[config.mk]
export PLATFORM = sky130hd
export DESIGN_NAME = display_port_flat
export DESIGN_NICKNAME = d
export VERILOG_FILES = /design/src/rtl/display_port_if.sv /design/src/rtl/display_port.sv /design/src/flat_wrapper.sv
export SDC_FILE = /design/constraint.sdc
export NUM_CORES = 1
export LEC_CHECK = 0
export CORE_MARGIN = 2
export CORE_UTILIZATION = 40
export DETAILED_ROUTE_END_ITERATION = 12
export MAX_ROUTING_LAYER = met4
export PLACE_DENSITY_LB_ADDON = 0.05
export SYNTH_ARGS = -nofsm -noshare
export SYNTH_HDL_FRONTEND = slang
export SYNTH_SLANG_ARGS = --single-unit
export TNS_END_PERCENT = 1
[constraint.sdc]
create_clock -name clk -period 2.4 [get_ports clk]
set_clock_uncertainty 0.15 [all_clocks]
set_input_delay 0.48 -clock clk [delete_from_list [all_inputs] [get_ports clk]]
set_output_delay 0.48 -clock clk [all_outputs]
set_load 0.02 [all_outputs]
[src/rtl/display_port_if.sv]
// Processor-to-display write port bundle: write strobe/data with ready, plus the
// saturated display value, its overflow flag and the reload pulse.
interface display_port_if;
  logic               wr_en;
  logic signed [15:0] wr_data;
  logic               wr_ready;
  logic signed [13:0] disp_value;
  logic               ovf;
  logic               upd;

  // Processor side drives the write, observes readiness and the display.
  modport master (
    output wr_en, wr_data,
    input  wr_ready, disp_value, ovf, upd
  );

  // Display port side.
  modport slave (
    input  wr_en, wr_data,
    output wr_ready, disp_value, ovf, upd
  );
endinterface

[src/rtl/display_port.sv]
// Rate-limited, saturating output port between a processor and a signed 14-bit
// display input. Every committed value is held for at least HOLD_CYCLES cycles.
// A single write arriving during the hold waits in a one-entry pending slot.
// Values are clamped to +/-8191, so -8192 is never presented downstream.
module display_port #(
  parameter int unsigned HOLD_CYCLES = 50000
) (
  input logic           clk,
  input logic           rst_n,
  display_port_if.slave bus
);

  localparam int unsigned CW = 20;
  localparam logic [CW-1:0] RELOAD = CW'(HOLD_CYCLES - 1);
  localparam logic signed [15:0] SAT_MAX = 16'sd8191;
  localparam logic signed [15:0] SAT_MIN = -16'sd8191;

  typedef enum logic {IDLE, HOLD} state_t;

  typedef struct packed {
    logic               ovf;
    logic signed [13:0] val;
  } sat_t;

  state_t             r_state;
  logic [CW-1:0]      r_cnt;
  logic               r_pend_valid;
  logic signed [15:0] r_pend_data;
  logic signed [13:0] r_disp;
  logic               r_ovf;
  logic               r_upd;

  logic               w_ready;
  logic               w_accept;
  logic               w_commit;
  logic signed [15:0] w_commit_data;
  sat_t               w_sat;

  // Clamp to the symmetric range; the asymmetric -8192 is folded to -8191.
  function automatic sat_t saturate(input logic signed [15:0] d);
    sat_t s;
    if (d > SAT_MAX) begin
      s.ovf = 1'b1;
      s.val = 14'sd8191;
    end else if (d < SAT_MIN) begin
      s.ovf = 1'b1;
      s.val = -14'sd8191;
    end else begin
      s.ovf = 1'b0;
      s.val = d[13:0];
    end
    return s;
  endfunction

  // The slot is always empty in IDLE, so readiness depends only on the slot.
  assign w_ready  = ~r_pend_valid;
  assign w_accept = bus.wr_en & w_ready;
  assign w_sat    = saturate(w_commit_data);

  // Decide whether a commit happens this cycle and which value it takes.
  always_comb begin
    // NOTE: every output gets a default first so no path leaves it unassigned,
    // which would otherwise infer a latch.
    w_commit      = 1'b0;
    w_commit_data = bus.wr_data;
    case (r_state)
      IDLE: w_commit = w_accept;
      HOLD: begin
        if (r_cnt == '0) begin
          if (r_pend_valid) begin
            w_commit      = 1'b1;
            w_commit_data = r_pend_data;
          end else begin
            w_commit = w_accept;
          end
        end
      end
      default: w_commit = 1'b0;
    endcase
  end

  // Hold FSM with registered display outputs and the pending slot.
  always_ff @(posedge clk or negedge rst_n) begin
    // NOTE: sequential state uses non-blocking assignments so every register
    // samples pre-edge values regardless of statement order.
    if (!rst_n) begin
      r_state      <= IDLE;
      r_cnt        <= '0;
      r_pend_valid <= 1'b0;
      // NOTE: the slot data is cleared too; it is a single register, so reset
      // is cheap and keeps a discarded write from lingering anywhere.
      r_pend_data  <= '0;
      r_disp       <= '0;
      r_ovf        <= 1'b0;
      r_upd        <= 1'b0;
    end else begin
      r_upd <= w_commit;
      if (w_commit) begin
        r_disp <= w_sat.val;
        r_ovf  <= w_sat.ovf;
      end
      case (r_state)
        IDLE: begin
          if (w_accept) begin
            r_cnt   <= RELOAD;
            r_state <= HOLD;
          end
        end
        HOLD: begin
          if (r_cnt != '0) begin
            r_cnt <= r_cnt - CW'(1);
            if (w_accept) begin
              r_pend_valid <= 1'b1;
              r_pend_data  <= bus.wr_data;
            end
          end else if (r_pend_valid) begin
            r_pend_valid <= 1'b0;
            r_cnt        <= RELOAD;
          end else if (w_accept) begin
            r_cnt <= RELOAD;
          end else begin
            r_state <= IDLE;
          end
        end
        default: r_state <= IDLE;
      endcase
    end
  end

  assign bus.wr_ready   = w_ready;
  assign bus.disp_value = r_disp;
  assign bus.ovf        = r_ovf;
  assign bus.upd        = r_upd;

endmodule

[src/flat_wrapper.sv]
// flat-port wrapper written by rule: the top's interface ports become plain ports
module display_port_flat 
#(
  parameter int unsigned HOLD_CYCLES = 50000
)
  (clk, rst_n, bus_wr_en, bus_wr_data, bus_wr_ready, bus_disp_value, bus_ovf, bus_upd);
  display_port_if bus_i ();
  input logic clk;
  input logic rst_n;
  input wire logic [$bits(bus_i.wr_en)-1:0] bus_wr_en;
  input wire logic [$bits(bus_i.wr_data)-1:0] bus_wr_data;
  output wire logic [$bits(bus_i.wr_ready)-1:0] bus_wr_ready;
  output wire logic [$bits(bus_i.disp_value)-1:0] bus_disp_value;
  output wire logic [$bits(bus_i.ovf)-1:0] bus_ovf;
  output wire logic [$bits(bus_i.upd)-1:0] bus_upd;
  assign bus_i.wr_en = bus_wr_en;
  assign bus_i.wr_data = bus_wr_data;
  assign bus_wr_ready = bus_i.wr_ready;
  assign bus_disp_value = bus_i.disp_value;
  assign bus_ovf = bus_i.ovf;
  assign bus_upd = bus_i.upd;
  display_port #(.HOLD_CYCLES(HOLD_CYCLES)) u_core (.clk(clk), .rst_n(rst_n), .bus(bus_i));
endmodule
Word-level counts from Yosys, hierarchy flattened. Index checks and enable logic that the tools add are counted.

Register bits after elaboration: 54. Bits in latches: 0. Memory bits (writable): 0. Bits in read-only memories: 0. Input bits: 19. Output and inout port bits: 17. Memories kept: 0.

Add/subtract/negate cells: 1. $mul: 0. Divide/modulo/power cells: 0. Magnitude comparators: 2. Equal/unequal tests: 1. Shifts and indexed selects: 0. Mux-type cells: 18. Bitwise operators: 3. Reductions and logical operators: 4.

Operators by type and width (count): 2-to-1 mux 20 bit (3); 2-to-1 mux 16 bit (3); one-hot mux 20 bit (2 select lines) (1); 2-to-1 mux 15 bit (2); zero test 20 bit (1); nonzero test 20 bit (1); subtractor 20 x 1 -> 20 bit, second input constant (1); > comparator 16 x 14 -> 1 bit, second input constant (1); less-than comparator 16 x 14 -> 1 bit, second input constant (1); 2-to-1 mux 1 bit (7); one-hot mux 1 bit (2 select lines) (2); AND reduction 3 bit (1); != test 2 x 1 -> 1 bit, second input constant (1); inverter 1 bit (2); AND reduction 2 bit (1); AND 1 bit (1).

Logic depth before layout (Yosys ltp). Gate-level depths: netlist (run 1).

Depth in word-level cells: 6. Mapped depth: 9.

Worst setup path before layout (run 1). OpenSTA, ideal clock, no wires.

Kind: register to register. Start point: register u_core.r_cnt[4]. End point: register u_core.r_ovf (netlist: u_core.bus.ovf). Data arrival time: 2.036 ns. Data required time: 2.124 ns. Path slack: 0.088 ns. Stages on the path, launching flop included: 8. Buffers on the path: 2. Cell sequence: dfrtp_1 buf_6 or4_4 buf_6 nor3_4 a21boi_2 or2_4 o32a_1.

Longest elaborated chain between the ends: 6.

Ends and longest elaborated chain: start: declaration (RTL line display_port.sv:26) `logic [CW-1:0] r_cnt;`; start signal: assignment (RTL line display_port.sv:111) `r_cnt <= r_cnt - CW'(1);`; zero test 20 bit (*) (RTL line display_port.sv:69) `if (r_cnt == '0) begin`; 2-to-1 mux 16 bit (RTL line display_port.sv:69); 2-to-1 mux 16 bit (RTL line display_port.sv:66) `case (r_state)`; less-than comparator 16 x 14 -> 1 bit (RTL line display_port.sv:45) `end else if (d < SAT_MIN) begin`; 2-to-1 mux 15 bit (RTL line display_port.sv:45); 2-to-1 mux 15 bit (RTL line display_port.sv:42) `if (d > SAT_MAX) begin`; end signal: assignment (RTL line display_port.sv:100) `r_ovf <= w_sat.ovf;`; end: declaration (RTL line display_port.sv:30) `logic r_ovf;`.

Mark *: on every way between the ends. The rest lies on a longest branch, timed or not. A chain may end at the register's enable or synchronous reset.

Worst setup path after layout (run 1). Ends and elaborated chain as after synthesis.

==> flow_summary.json, run 1 <==
{
  "run_status": "complete, but fails checks",
  "muxShareOfSynthArea_pct": 9.22,
  "synth-simple-area-share_pct": 18.3,
  "crit_slowest_cell": "or4_4",
  "cp-start-kind": "flop",
  "clk_pin_slew_worst_paths_ns": 0.10,
  "dp_worst_setup_slack_ns": -0.0238,
  "use_met3_pct": 3.10,
  "cts_root_buf": "clkbuf_8",
  "ant_nets": 0,
  "grt_first_pass_wirelength_um": 13500,
  "rsz0062_at_grt": "false",
  "synth_top_family_by_area": "compound AO/OA/AOI/OAI gates",
  "tightest_slew_ns": 0.539,
  "endpoint_kind": "flop",
  "drcViolationCount": 0,
  "cp_max_fo": 9,
  "overflow": 0,
  "p_int_uw": 1930,
  "tritoncts": "yes",
  "nets": 373,
  "synth_area_leaders": "dfrtp_1 (46%), mux2_2 (6.8%), o21ai_0 (5.9%)",
  "power_density_nw_per_um2": 765,
  "portBuffers": 35,
  "core_sq_um": 7210,
  "hp-class": "input pin to asynchronous set/reset pin",
  "yosysMostFrequentCell": "dfrtp_1",
  "post-route-min-period_ns": 2.32,
  "yosysTopAreaCell": "dfrtp_1",
  "totalPowerFinal_uw": 2930,
  "yosysWarnings": 0,
  "switchingPower_uw": 993,
  "drv_slew": 0,
  "reg2reg_depth": 5,
  "grt_max_degree": 34,
  "synth_seq_cells": 54,
  "clk_latency_ns": 0.31,
  "worst_slack_ns": 0.0811,
  "initialDrtViolationCount": 89,
  "critPathBufInv": 0,
  "rows": 31,
  "synthCells": 287,
  "syn-num-nets": 308,
  "hpwlAfterDp_um": 6030,
  "top_usage_layer": "met2",
  "violations": "negative hold slack",
  "slowest_delay_ns": 0.63,
  "slew_headroom_pct": 64.1,
  "syn_area_per_cell_sq_um": 10.3,
  "synth_xor_area_share_pct": 0.296,
  "synth-compound-area-share_pct": 21.9,
  "die_w_um": 90.0,
  "gp_congestion": 0.859,
  "cp.arrival_ns": 2.37,
  "vias": 2579,
  "path_cells": "or4_4, nor3_4, a21boi_2, or2_4, o32a_1",
  "power_frac_seq_pct": 45.4,
  "synth.distinct_cells": 62,
  "antenna_found_initial": 0,
  "max_freq_mhz": 431,
  "crit_cells": 5,
  "power.leakage_uw": 0.00149,
  "postSynth.asyncResetShare_pct": 100,
  "wl_per_cell_um": 17.6,
  "cts_buffers": 5,
  "synth_common_cells": "dfrtp_1 (54), o21ai_0 (35), mux2_2 (18)",
  "drive_gt1_share_pct": 25.2,
  "synth_top_area_share_pct": 45.7,
  "start_util_pct": 41.0,
  "routed_wl_um": 7940,
  "crit_type": "flop to flop",
  "setup_violations": 0,
  "pwr-share-comb_pct": 33.6,
  "period_share_pct": 96.6,
  "grt_pass1_vias": 2641,
  "synth_fa_ha_area_share_pct": 0.846,
  "synth_area_sq_um": 2960,
  "globalRouteMet1Util_pct": 27.0,
  "die_y_um": 90.0,
  "whs_ns": -0.00624,
  "die_area_sq_um": 8100,
  "crit_required_ns": 2.45,
  "fillers": 699,
  "via_per_inst": 5.71,
  "num_antenna_cells": 0,
  "synth-edff-count": 0,
  "clock_sinks": 54,
  "hold_buffers": 0,
  "htreeDepth": 2,
  "ctsLongestPathBuffers": 2,
  "final_core_util_pct": 53.0,
  "ys_seq_area_share_pct": 45.7,
  "synthFlopType": "dfrtp_1",
  "grt_util_met2_pct": 35.6,
  "first_pass_iters": 4,
  "cap_viol_max_count": 0,
  "cpLargestDelayFamily": "simple AND/OR/NAND/NOR gates",
  "hold_viol_final": 5,
  "io_pins": 36,
  "switching_share_pct": 33.9,
  "ir_worst_vdd_v": 0.000315,
  "area.growth.synth_to_final_pct": 29.3,
  "p_clk_share_pct": 21.0,
  "grt_usage_pct": 21.0
}
==> final timing paths <==
| kind | start | end | slack, ns |
|---|---|---|---|
| setup / recovery | u_core.r_cnt[4]$_DFF_PN0_ | u_core.bus.ovf$_DFFE_PN0P_ | 0.08 |
| hold reg to reg | u_core.r_cnt[18]$_DFF_PN0_ | u_core.r_cnt[18]$_DFF_PN0_ | 0.36 |
| setup reg to reg | u_core.r_cnt[4]$_DFF_PN0_ | u_core.bus.ovf$_DFFE_PN0P_ | 0.08 |
| min in group clk | u_core.r_cnt[18]$_DFF_PN0_ | u_core.r_cnt[18]$_DFF_PN0_ | 0.36 |
| max in group asynchronous | rst_n | u_core.r_cnt[4]$_DFF_PN0_ | 1.55 |
| hold / removal | rst_n | u_core.r_cnt[8]$_DFF_PN0_ | -0.006 |
==> logic make-up (layout without fill, tap and decap cells) <==
group | count (synthesis) | in the layout
adder cells (fa/ha/maj) | 2 | 2
flip-flops | 54 | 54
AND/OR/NAND/NOR | 88 | 88
AO/OA/AOI/OAI | 94 | 94
multiplexers | 25 | 25
buffers and inverters | 23 | 89
XOR/XNOR | 1 | 1
==> power by group through the flow <==
stage	combinational [uW]	sequential (uW)	clock, uW
after floorplan	491	1380	0
after global placement	962	1330	0
after detailed placement	968	1340	0
after CTS	971	1320	631
after global routing	1080	1360	673
final	982	1330	615
==> layout by cell type, fill, tap and decap left out, types with 3 or more instances in the layout <==
master           netlist  final
a211oi_1               7      5
a21o_1                 3      3
a21oi_1                6      6
a31oi_1                9      9
buf_4                  1     35
clkbuf_8               0      5
clkdlybuf4s50_1        0     34
dfrtp_1               54     53
inv_1                  7      7
mux2_2                18     18
mux2i_1                7      7
nand2_1               11     10
nand3_1                6      6
nand4_1               11     11
nor2_1                17     16
nor3_1                 9      9
nor4_1                 8      8
o21ai_0               35     35
o22a_1                 7      7
o311ai_1               5      5
==> registers in the layout (all words and copies together) (netlist names) <==
| signal | cells |
|---|---|
| u_core.bus.disp_value | 14 |
| u_core.bus.ovf | 1 |
| u_core.bus.upd | 1 |
| u_core.r_cnt | 20 |
| u_core.r_pend_data | 16 |
| u_core.r_pend_valid | 1 |
| u_core.r_state | 1 |
==> final cells by class <==
class                   count  area [sq um]  area share, %
clock buffers               6          72.6           1.90
clock inverters             2          37.5          0.981
flip-flops and latches     54          1350           35.4
multi-input cells         210          1550           40.4
well taps                  99           124           3.24
inverters                   8          32.5          0.851
repair buffers             73           659           17.2
==> metal layers <==
layer	part of all wire (%)	routed length (um)
met3	2.6	203
met1	46	3650
met2	50	4010
met4	0.94	75
met5	0	0
==> metrics by stage <==
stage	std cells	TNS, ns	instance area (sq um)
after floorplan	287	0	2960
after global placement	443	0	3650
after detailed placement	443	-0.336	3650
after CTS	451	0	3760
after global routing	452	0	3820
final	452	0	3820
==> what timing repair did <==
action	4_1_cts	5_1_grt
buffers inserted	0	1
endpoints found under the setup margin	24	41
pin swaps	0	2
resized for setup	2	11
Power figures use the tool's default switching activity.
==> run 2: changes to the inputs <==
- SLEW_MARGIN: not set -> 20
- TNS_END_PERCENT: 1 -> not set
==> results of run 2 <==
No change in the layout: final DEF, timing and power equal those of run 1.
